## src/rtl/mont_premul_seq.sv

```systemverilog
// rtl/mont_premul_seq.sv - shift-add pre-multiplier t = x*rmm feeding the Montgomery reducer
// Optional MONT_PREMUL_ZERO_SKIP_EN: finish MUL as soon as the remaining multiplier bits are zero.
module mont_premul_seq #(
  parameter int DATA_WIDTH = 8
) (
  input  logic                    clk,
  input  logic                    rst_n,
  input  logic                    in_valid,
  output logic                    in_ready,
  input  logic [DATA_WIDTH-1:0]   x,
  input  logic [DATA_WIDTH-1:0]   rmm,
  input  logic [DATA_WIDTH-1:0]   modulant,
  output logic                    out_valid,
  input  logic                    out_ready,
  output logic [2*DATA_WIDTH-1:0] t,
  output logic [DATA_WIDTH-1:0]   out_modulant,
  output logic [DATA_WIDTH-1:0]   bit_length,
  output logic                    err,
  output logic                    busy
);

  localparam int W  = DATA_WIDTH;
  localparam int CW = $clog2(W + 1);

  typedef enum logic [1:0] {IDLE, MUL, DONE} state_t;

  state_t          state, state_nxt;
  logic [2*W-1:0]  acc, mcand, acc_sum;
  logic [W-1:0]    mplier, mplier_nxt;
  logic [CW-1:0]   cnt;
  logic            last_step;

  function automatic logic [W-1:0] msb_len(input logic [W-1:0] v);
    msb_len = '0;
    for (int i = 0; i < W; i++)
      if (v[i]) msb_len = W'(i + 1);
  endfunction

  assign acc_sum    = mplier[0] ? acc + mcand : acc;
  assign mplier_nxt = mplier >> 1;

`ifdef MONT_PREMUL_ZERO_SKIP_EN
  // Once no multiplier bits remain the accumulator is already final.
  assign last_step = (mplier_nxt == '0) || (cnt == CW'(W - 1));
`else
  assign last_step = (cnt == CW'(W - 1));
`endif

  assign in_ready  = (state == IDLE);
  assign out_valid = (state == DONE);
  assign busy      = (state != IDLE);

  always_ff @(posedge clk or negedge rst_n) begin
    if (!rst_n) state <= IDLE;
    else        state <= state_nxt;
  end

  always_comb begin
    state_nxt = state;
    case (state)
      IDLE:    if (in_valid) state_nxt = modulant[0] ? MUL : DONE;
      MUL:     if (last_step) state_nxt = DONE;
      DONE:    if (out_ready) state_nxt = IDLE;
      default: state_nxt = IDLE;
    endcase
  end

  always_ff @(posedge clk or negedge rst_n) begin
    if (!rst_n) begin
      acc          <= '0;
      mcand        <= '0;
      mplier       <= '0;
      cnt          <= '0;
      t            <= '0;
      out_modulant <= '0;
      bit_length   <= '0;
      err          <= 1'b0;
    end else begin
      case (state)
        IDLE: begin
          if (in_valid) begin
            out_modulant <= modulant;
            bit_length   <= msb_len(modulant);
            if (!modulant[0]) begin
              err <= 1'b1;
              t   <= '0;
            end else begin
              err    <= 1'b0;
              acc    <= '0;
              mcand  <= {{W{1'b0}}, x};
              mplier <= rmm;
              cnt    <= '0;
            end
          end
        end
        MUL: begin
          acc    <= acc_sum;
          mcand  <= mcand << 1;
          mplier <= mplier_nxt;
          cnt    <= cnt + 1'b1;
          if (last_step) t <= acc_sum;
        end
        default: ;
      endcase
    end
  end

endmodule

```

## config.mk

```make
export PLATFORM = sky130hd
export DESIGN_NAME = mont_premul_seq
export DESIGN_NICKNAME = d
export VERILOG_FILES = /design/src/rtl/mont_premul_seq.sv
export SDC_FILE = /design/constraint.sdc
export NUM_CORES = 1
export LEC_CHECK = 0
export CAP_MARGIN = 5
export CORE_UTILIZATION = 58
export CTS_CLUSTER_SIZE = 30
export DETAILED_ROUTE_END_ITERATION = 10
export MAX_ROUTING_LAYER = met4
export PLACE_DENSITY = 0.91
export SLEW_MARGIN = 10
export SYNTH_ARGS = -nofsm -noshare
export SYNTH_HDL_FRONTEND = slang
export SYNTH_SLANG_ARGS = --single-unit
```

## constraint.sdc

```tcl
create_clock -name clk -period 6.2 [get_ports clk]
set_clock_uncertainty 0.05 [all_clocks]
set_input_delay 1.24 -clock clk [delete_from_list [all_inputs] [get_ports clk]]
set_output_delay 1.24 -clock clk [all_outputs]
set_load 0.01 [all_outputs]
```

; After elaboration in Yosys (flattened, before gate mapping)
; Cells that the tools add are included.
[classes]
add_sub_neg = 2
eq_ne = 8
n_mux = 31
n_reduce_logical = 7
[op_table]
columns = op, n
row1 = two-way mux 16 bit, 8
row2 = case mux 16 bit (2 select lines), 3
row3 = two-way mux 8 bit, 9
row4 = adder 16 bit, 1
row5 = case mux 8 bit (2 select lines), 1
row6 = two-way mux 2 bit, 4
row7 = two-way mux 4 bit, 2
row8 = case mux 4 bit (2 select lines), 1
row9 = "inequality test 2 bit, second input constant", 3
row10 = case mux 2 bit (3 select lines), 1
row11 = AND reduction 3 bit, 2
row12 = "adder 4 x 1 -> 4 bit, second input constant", 1
row13 = "== test 4 x 3 -> 1 bit, second input constant", 1
row14 = "inequality test 2 x 1 -> 1 bit, second input constant", 2
row15 = AND reduction 4 bit, 1
row16 = nonzero test 2 bit, 2
row17 = "== test 2 x 1 -> 1 bit, second input constant", 1
row18 = "== test 2 bit, second input constant", 1
row19 = zero test 2 bit, 1
row20 = two-way mux 1 bit, 2
row21 = AND reduction 2 bit, 1
[word_totals]
regBits = 79
in_bits = 28
output_inout_bits = 36

; Logic depth before layout (Yosys ltp)
[logic_depth]
word_depth = 8
depth_mapped = 9

; Least setup slack after synthesis
; OpenSTA, ideal clock, no wires.
[synth_timing]
path_kind = input port to flip-flop
from = in in_valid
to = reg acc[1]
setup_time_ps = 121
t_arrival_ps = 2225
required_time_ps = 6029
setup_slack_ps = 3804
stages = 6
n_path_buf = 2
cell_sequence = a21oi_1 -> or2_1 -> clkbuf_1 -> or2_1 -> clkbuf_1 -> a22o_1
[synth_via]
elab_chain_cells = 2
[synth_rtl]
columns = item, line_no
row1 = start: declaration, 8  ; input logic in_valid,
row2 = inequality test 2 bit (no line), n/a
row3 = AND reduction 3 bit (no line), n/a
row4 = end signal: assignment, 97  ; acc <= acc_sum;
row5 = end: declaration, 28  ; logic [2*W-1:0] acc, mcand, acc_sum;
; No other way between the ends.
; A chain may end at the register's enable or synchronous reset.

; Worst setup path after layout
[layout_timing]
from = in in_valid
to = reg mcand[3]
[layout_via]
elab_chain_cells = 2
[layout_rtl]
columns = item, line_no
row1 = inequality test 2 bit (no line), n/a
row2 = AND reduction 3 bit (no line), n/a
row3 = end signal: assignment, 90  ; mcand <= {{W{1'b0}}, x};
row4 = end signal: assignment, 98  ; mcand <= mcand << 1;
row5 = end: declaration, 28
; No other way between the ends.

==> metrics.md <==
| Metric | Value |
|---|---|
| Status | `finished, final reports clean` |
| Detailed Place HPWL | `6470 um` |
| DRT antenna net count | `0` |
| Slew HR | `24.2%` |
| Layout cells sized above 1 | `10.6%` |
| Gr busiest metal | `met2` |
| Worst Path Arrival | `3.52 ns` |
| DRC viols | `0` |
| Io pins | `64` |
| Worst vdd ir | `0.179 mV` |
| Final Hold Viols | `0` |
| Power per Cell Area | `492 nW/um^2` |
| Pin count of the biggest net entering global routing | `75` |
| Worst Hold Path Cells | `2` |
| Root Driver | `clkbuf_8` |
| CP max stage cell | `nor2_2` |
| Post-synthesis sequential area ratio | `45.7%` |
| Internal Pwr Total | `0.00147 W` |
| Sw frac | `39.1%` |
| Met3 Track Usage GR | `8.57%` |
| CP Class | `in -> reg` |
| Slew @ Worst Pin | `1.14 ns` |
| # resized after CTS | `0` |
| Seq pwr share | `33.8%` |
| Cts bufs inserted | `9` |
| EDFF count, synth | `0` |
| Die ar. | `7320 um^2` |
| Hold Path Class | `reg -> reg` |
| Clk pwr share | `21.2%` |
| DR iter-0 viols | `211` |
| Initial Util | `59.9%` |
| Met2 Usage GRT | `43.1%` |
| Reg2reg path depth | `9` |
| Total Wirelength | `9560 um` |
| Crit path capture type | `register` |
| Die height | `85.6 um` |
| Final critical-path share of the clock period | `54.2%` |
| Seq cells post-synth | `74` |
| Hold Startpoint | `bit_length[0]$_DFFE_PN0P_` |
| Reg2Reg Launch Point | `mcand[0]$_DFFE_PN0P_` |
| Crit start category | `input pin` |
| Total number of vias | `3277` |
| Num rows | `30` |
| Crit Path Max Fanout | `21` |
| Routed len/inst | `17.6 um` |
| Vias in the first global route | `3275` |
| Slew Limit Fails | `0` |
| Slowest stage delay, CP | `1.00 ns` |
| Routability cong. | `0.945` |
| RSZ-0062 raised after global routing | `no` |
| Max Buffers Root-to-Sink | `2` |
| Req. time, crit path | `6.36 ns` |
| Number of fillers in the final layout | `422` |
| Final instance area | `4910 um^2` |
| Die X | `85.6 um` |
| Avg Cell Area, Syn | `10.0 um^2` |
| Crit-path cells | `clkdlybuf4s50_1 > nand2_1 > nor2_2 > mux2i_1 > o21ai_0` |
| DRT Pass-1 Iters | `5` |
| Port bufs | `59` |
| Power share of the combinational group | `44.9%` |
| Worst Setup SP | `in_valid` |
| First-pass GRT wire length | `15800 um` |
| Mapped Cells | `405` |
| Vias per cell | `6.03` |
| Remaining global-route overflow | `0` |
| Worst-path clk slew | `0.09 ns` |
| Setup bufs post-CTS | `0` |
| Total Power | `0.00241 W` |
| TritonCTS clock tree | `done` |
| GR Layer Usage met1 | `36.6%` |
| Final hold slack | `0.431 ns` |
| Synth Flop Type | `dfrtp_1` |
| Area grow syn2layout | `21.2%` |
| Min Tclk post-route | `3.36 ns` |
| # nets final | `503` |
| # setup viols final | `0` |
| Leak | `2.24 nW` |
| Yosys cell types | `54` |
| Fmax achieved | `297 MHz` |
| H-tree depth | `3` |
| Core ar. | `6760 um^2` |
| Sink Count | `74` |
| Switching pwr | `0.000943 W` |
| Hold Buf Count CTS | `0` |
| Initial antenna violation count | `0` |
| Post-Place Cell Area | `4630 um^2` |
| Clk_lat worst skew | `0.36 ns` |
| Most frequent cells in the layout | `dfrtp_1, nand2_1, clkdlybuf4s50_1, o21ai_0, a21oi_1` |
| Commonest non-fill, non-tap cell in the layout | `dfrtp_1` |
| Diodes inserted | `0` |
| Total GRT Usage | `28.9%` |
| Maxcap violations | `0` |
| Post-synth ARST share | `100%` |
| Synth warn | `0` |
| Netlist Area Pre-Place | `4050 um^2` |
| Post-route setup TNS | `0 ns` |
-- synthesized netlist by cell type, drive strengths merged, types with 2 or more instances --
cell | number | share of area (%)
nor2b | 4 | 0.62
o31ai | 9 | 2.4
a31oi | 4 | 0.77
nand2b | 4 | 0.80
xnor2 | 9 | 2.4
dfrtp | 74 | 46
nor4 | 4 | 0.62
and4 | 2 | 0.43
clkbuf | 10 | 0.93
or2 | 3 | 0.46
inv | 10 | 0.93
and3 | 4 | 0.74
nand2 | 63 | 5.8
mux2 | 6 | 1.7
ha | 16 | 4.9
a221oi | 3 | 0.80
nor3 | 4 | 0.49
a22o | 14 | 3.0
a21o | 9 | 1.7
mux2i | 22 | 5.4
xor2 | 3 | 0.65
buf | 16 | 3.1
o211ai | 4 | 0.74
nor2 | 24 | 2.2
nand3 | 2 | 0.25
o21bai | 2 | 0.46
a211oi | 3 | 0.68
o21ai | 35 | 4.3
nand4 | 2 | 0.46
o21a | 3 | 0.56
a21oi | 28 | 3.9
or3 | 2 | 0.31
-- area by class of cell --
type | instances | area (um^2) | share of cell area, %
Multi-Input combinational cell | 298 | 2010 | 41.0
Sequential cell | 74 | 1850 | 37.7
Timing Repair Buffer | 65 | 631 | 12.9
Clock buffer | 10 | 138 | 2.80
Clock inverter | 6 | 136 | 2.78
Tap cell | 80 | 100 | 2.04
Inverter | 10 | 37.5 | 0.765
-- worst max-delay path, delay by kind of cell --
| kind | cells | cell delay (ns) |
|---|---|---|
| buf+inv | 1 | 0.52 |
| mux | 1 | 0.28 |
| compound gates | 1 | 0.11 |
| simple gates | 2 | 1.36 |
-- cells by family after synthesis --
| group | share of synthesized area, % |
|---|---|
| AOI/OAI and AO/OA | 19.8 |
| xor gates and xnor gates | 3.06 |
| adders and majority gates | 5.44 |
| buffers and inverters | 4.94 |
| DFF | 45.7 |
| muxes | 7.11 |
| other | 0.0926 |
| and+or+nand+nor | 13.8 |
-- registers in the layout, indices dropped and copies added (netlist names) --
signal        flops
acc              16
bit_length        4
cnt               4
err               1
mcand            16
mplier            8
out_modulant      7
state             2
t                16
-- final timing paths --
kind / endpoint / slack (ns)
hold reg to reg: bit_length[0]$_DFFE_PN0P_ / 0.43
setup reg to reg: t[12]$_DFFE_PN0P_ / 3.51
min in group asynchronous: t[12]$_DFFE_PN0P_ / 1.05
hold / removal: bit_length[0]$_DFFE_PN0P_ / 0.43
max in group asynchronous: mcand[2]$_DFFE_PN0P_ / 4.45
setup / recovery: mcand[3]$_DFFE_PN0P_ / 2.84
-- routing by layer --
| metal | share of wire [%] | routed length [um] |
|---|---|---|
| met5 | 0 | 0 |
| met4 | 3.0 | 289 |
| met3 | 5.6 | 537 |
| met2 | 47 | 4540 |
| met1 | 44 | 4200 |
-- power by group through the flow --
stage	clock network, W	logic [W]	registers (W)
6_report	0.000513	0.00108	0.000817
5_1_grt	0.000534	0.00118	0.000837
4_1_cts	0.000514	0.00108	0.000813
3_5_place_dp	0	0.00107	0.000818
3_3_place_gp	0	0.00101	0.000806
2_1_floorplan	0	0.000695	0.000816
-- metrics by stage --
step,setup slack (ns),utilization (%),std cells
detailed placement,2.48,68.6,527
CTS,2.88,72.6,543
global placement,2.66,68.6,527
global route,2.66,72.6,543
floorplan,3.80,-,408
finish,2.84,72.6,543
Note: power is estimated with default switching activity, not from simulation.
